===== src/rtl/divide_32.sv =====
// divide_32: unsigned sequential restoring divider, one quotient bit per
// enabled cycle. Shares the enable/ready handshake of the shift-add multiplier.
module divide_32 #(
  parameter int N = 32
) (
  input  logic         clk,
  input  logic         reset,
  input  logic         enable,
  input  logic [N-1:0] dividend,
  input  logic [N-1:0] divisor,
  output logic         ready,
  output logic [N-1:0] quotient,
  output logic [N-1:0] remainder,
  output logic         div_by_zero
);

  // Step counter runs 0 (capture), 1..N (iterate), N+1 (done).
  localparam int CW = $clog2(N + 2);
  localparam logic [CW-1:0] DONE_STEP = CW'(N + 1);

  typedef enum logic [1:0] {
    PH_CAPTURE,
    PH_ITERATE,
    PH_DONE
  } phase_t;

  phase_t phase;

  logic [CW-1:0] count, count_nxt;
  logic [N:0]    rem_reg, rem_nxt;
  logic [N-1:0]  quot_reg, quot_nxt;
  logic [N-1:0]  divisor_reg, divisor_nxt;
  logic          dbz_reg, dbz_nxt;

  logic          ready_nxt;
  logic [N-1:0]  quotient_nxt;
  logic [N-1:0]  remainder_nxt;
  logic          div_by_zero_nxt;

  logic [N+1:0]  wide_shift;
  logic [N:0]    shifted;
  logic [N:0]    trial;
  logic          take;

  // Decode the step counter into the three operating phases.
  always_comb begin
    phase = PH_ITERATE;
    if (count == '0) begin
      phase = PH_CAPTURE;
    end else if (count == DONE_STEP) begin
      phase = PH_DONE;
    end
  end

  // Restoring step: shift the next dividend bit into the partial remainder
  // and subtract the divisor when it fits. The guard bit rem_reg[N] is kept
  // in the comparison so the whole register takes part in the decision.
  always_comb begin
    wide_shift = {rem_reg, quot_reg[N-1]};
    shifted    = wide_shift[N:0];
    trial      = shifted - {1'b0, divisor_reg};
    take       = (wide_shift >= {2'b00, divisor_reg});
  end

  // Next-state logic for counter, datapath and result registers; everything
  // holds by default so a low enable freezes the whole block.
  always_comb begin
    count_nxt       = count;
    rem_nxt         = rem_reg;
    quot_nxt        = quot_reg;
    divisor_nxt     = divisor_reg;
    dbz_nxt         = dbz_reg;
    ready_nxt       = ready;
    quotient_nxt    = quotient;
    remainder_nxt   = remainder;
    div_by_zero_nxt = div_by_zero;

    if (enable) begin
      case (phase)
        PH_CAPTURE: begin
          quot_nxt    = dividend;
          divisor_nxt = divisor;
          rem_nxt     = '0;
          dbz_nxt     = (divisor == '0);
          ready_nxt   = 1'b0;
          count_nxt   = CW'(1);
        end
        PH_ITERATE: begin
          if (take) begin
            rem_nxt  = trial;
            quot_nxt = {quot_reg[N-2:0], 1'b1};
          end else begin
            rem_nxt  = shifted;
            quot_nxt = {quot_reg[N-2:0], 1'b0};
          end
          count_nxt = count + CW'(1);
        end
        PH_DONE: begin
          quotient_nxt    = quot_reg;
          remainder_nxt   = rem_reg[N-1:0];
          div_by_zero_nxt = dbz_reg;
          ready_nxt       = 1'b1;
          count_nxt       = '0;
        end
        default: begin
          count_nxt = '0;
        end
      endcase
    end
  end

  // State and output registers with synchronous active-low reset that
  // takes priority over enable.
  always_ff @(posedge clk) begin
    if (!reset) begin
      count       <= '0;
      rem_reg     <= '0;
      quot_reg    <= '0;
      divisor_reg <= '0;
      dbz_reg     <= 1'b0;
      ready       <= 1'b0;
      quotient    <= '0;
      remainder   <= '0;
      div_by_zero <= 1'b0;
    end else begin
      count       <= count_nxt;
      rem_reg     <= rem_nxt;
      quot_reg    <= quot_nxt;
      divisor_reg <= divisor_nxt;
      dbz_reg     <= dbz_nxt;
      ready       <= ready_nxt;
      quotient    <= quotient_nxt;
      remainder   <= remainder_nxt;
      div_by_zero <= div_by_zero_nxt;
    end
  end

endmodule


===== config.mk =====
export PLATFORM = sky130hd
export DESIGN_NAME = divide_32
export DESIGN_NICKNAME = d
export VERILOG_FILES = /design/src/rtl/divide_32.sv
export SDC_FILE = /design/constraint.sdc
export NUM_CORES = 1
export LEC_CHECK = 0
export ABC_AREA = 1
export CORE_UTILIZATION = 25
export DETAILED_ROUTE_END_ITERATION = 10
export GPL_TIMING_DRIVEN = 1
export PLACE_DENSITY = 0.44
export SLEW_MARGIN = 40
export SYNTH_ARGS = -nofsm -noshare
export SYNTH_HDL_FRONTEND = slang
export SYNTH_SLANG_ARGS = --single-unit

===== constraint.sdc =====
create_clock -name clk -period 2.4 [get_ports clk]
set_input_delay 0.24 -clock clk [delete_from_list [all_inputs] [get_ports clk]]
set_output_delay 0.24 -clock clk [all_outputs]
set_load 0.005 [all_outputs]

==> results_dict.tcl <==
set metrics [dict create \
    synth_cells 1421 \
    final_hold_viol_count 0 \
    drt_iter0_markers 528 \
    clkLatencyLatePin_ns 0.45 \
    fill_cells 4024 \
    synth_nets 1524 \
    slew_viol_final 0 \
    endpoint_kind "flop" \
    yosysWarningCount 0 \
    critPathArrivalTime_ns 2.52 \
    fin_total_pwr_mw 6.875 \
    htreeDepth 4 \
    ys_types 37 \
    worstPathRequired_ns 2.70 \
    numCtsBuffers 17 \
    synth_ff_type "dfxtp_1" \
    fin_crit_ns 2.212 \
    fmax_ghz 0.4520 \
    num_antenna_cells 0 \
    finalWirelength_um 32050 \
    avgSynthCellArea_um2 6.599 \
    nets 1631 \
    crit_type "reg2reg" \
    postSynth.asyncResetShare_pct 0 \
    synth.most_common_cell "nand2_1" \
    num_vias 9335 \
    post-place-ws_ns 0.1465 \
    wire_per_inst_um 15.96 \
    status "finished, final reports clean" \
    drtAntennaViolNets 0 \
    root_buffer "clkbuf_16" \
    relSlewSlack_pct 58.59 \
    leakage_nw 5.229 \
    tns_ns 0 \
    clkTransAtPathRegs_ns 0.07 \
    die_area_um2 38280 \
    grt_pass1_wl_um 51120 \
    die_h_um 195.7 \
    synth_edf_count 0 \
    holdWs_ns 0.3643 \
    peakVddDrop_uv 467.0 \
    min_period_over_period_pct 92.18 \
    clockBufferDepth 2 \
    power_density_nw_per_um2 579.3 \
    start_util_pct 25.49 \
    ys_ff_latch 170 \
    netlist.area_leader.share_pct 36.30 \
    clock-sinks 170 \
    largest_reg_flops 33 \
    max_slew.worst_pin.slew_ns 0.6205 \
    setup_viol 0 \
    port_buffers 132 \
    synth_commonest_cells "nand2_1, inv_1, dfxtp_1" \
    hpwl_um 23580 \
    gp_congestion 0.8857 \
    cts_tree "yes" \
    dp.cells 1977 \
    setup_ws_ns 0.1877 \
    antenna_found_initial 1 \
    area_growth_syn_to_layout_pct 26.58 \
    die_x_um 195.7 \
    synth_area_um2 9376 \
    rsz0062_at_grt "no" \
    fin_skew_ns 0.01168 \
    fin_cells 2008 \
    track_usage_pct 17.10 \
    vias_per_cell 4.649 \
    ys_top_cells_by_area "dfxtp_1, nand2_1, inv_1" \
    core_um2 36790 \
    ios 133 \
    maxCapViolations 0 \
    grt_max_degree 130 \
    overflow 0 \
    path_max_fanout 12 \
    drc 0 \
    drive_gt1_share_pct 6.169 \
    startpoint_type "flop" \
    seq_area_frac_synth_pct 36.30 \
    drt-pass1-iter-count 5 \
    hp-class "in2reg" \
    grt_pass1_vias 9237 \
    yosys.area.top_type "dfxtp_1" \
    rows 70 \
]
layout make-up:
type | count | area, µm² | area share, %
clock buffers | 21 | 450.4 | 3.795
clock inverters | 10 | 121.4 | 1.023
inverters | 204 | 765.7 | 6.452
multi-input cells | 975 | 4918 | 41.44
flip-flops and latches | 170 | 3403 | 28.67
well taps | 468 | 585.6 | 4.934
repair buffers | 160 | 1624 | 13.68
what timing repair did:
action,in CTS,in global routing
buffers inserted,0,0
hold buffers,0,0
resized for setup,0,15
endpoints found under the setup margin,0,26
report_power, final:
group	leakage, nW	total, mW	internal, mW	switching (mW)
registers	1.38	2.97	2.92	0.0529
logic	3.57	1.12	0.411	0.707
clock network	0.277	2.78	1.56	1.23
total	5.23	6.88	4.89	1.98
logic make-up (layout without fill, tap and decap cells):
kind of cell               Yosys count  after routing  synth area share (%)
xor gates and xnor gates            18             18                 1.681
DFF                                170            170                 36.30
and+or+nand+nor                    657            657                 30.92
buffers and inverters              276            395                 11.76
AOI/OAI and AO/OA                  264            264                 14.47
adders and majority gates           36             36                 4.884
path summary, 6_finish.rpt:
path,start,depth (start not counted),endpoint,slack [ns]
worst min register to register,divisor_reg[16]$_SDFFE_PN0P_,2,divisor_reg[16]$_SDFFE_PN0P_,0.47
worst max register to register,rem_reg[14]$_SDFFE_PN0P_,13,rem_reg[10]$_SDFFE_PN0P_,0.19
worst max-delay path,rem_reg[14]$_SDFFE_PN0P_,13,rem_reg[10]$_SDFFE_PN0P_,0.19
worst min-delay path,reset,4,quotient[29]$_SDFFE_PN0P_,0.36
worst max-delay path, cell delays in order (launching register included):
cell and delay [ns]:
dfxtp_1 0.34, ha_1 0.40, nand2_1 0.13, nor2_1 0.24, nand2_1 0.11, nand2_1 0.10
inv_1 0.09, nand2_4 0.09, nand2_4 0.06, nand3_4 0.14, buf_12 0.16, nand2_1 0.06
nand3_1 0.07, a21oi_1 0.06
cells in the final DEF (no fill, tap or decap), types with 3 or more instances in the layout:
cell type	n
nor4_1	37
a21oi_1	123
nor2_1	131
o21ai_0	116
nand3b_1	11
xnor2_1	15
o21bai_1	3
nor2_2	11
nand3_1	49
nand2_2	10
nor2_4	3
clkbuf_1	3
clkbuf_16	17
nand4_1	40
buf_4	20
buf_12	7
o21ai_1	16
dfxtp_1	170
xor2_1	3
ha_1	32
clkdlybuf4s50_1	131
nor3_1	35
and2_1	3
inv_1	199
inv_2	4
nand2_1	322
clkinv_4	5
stage by stage:
| stage | area [µm²] | util, % |
|---|---|---|
| global placement | 11250 | 30.58 |
| floorplan | 9376 | - |
| detailed placement | 11250 | 30.58 |
| finish | 11870 | 32.27 |
| CTS | 11820 | 32.14 |
| global route | 11870 | 32.27 |
per-layer routing:
layer  vias up  GRT usage (%)  part of all wire [%]
met2       191          27.53                    45
met1      4291          22.52                    48
met5         -              0                 0.041
li1       4821              -                     -
met4         2          5.990                   2.2
met3        30          3.662                   4.9
Note: power is estimated with default switching activity, not from simulation.
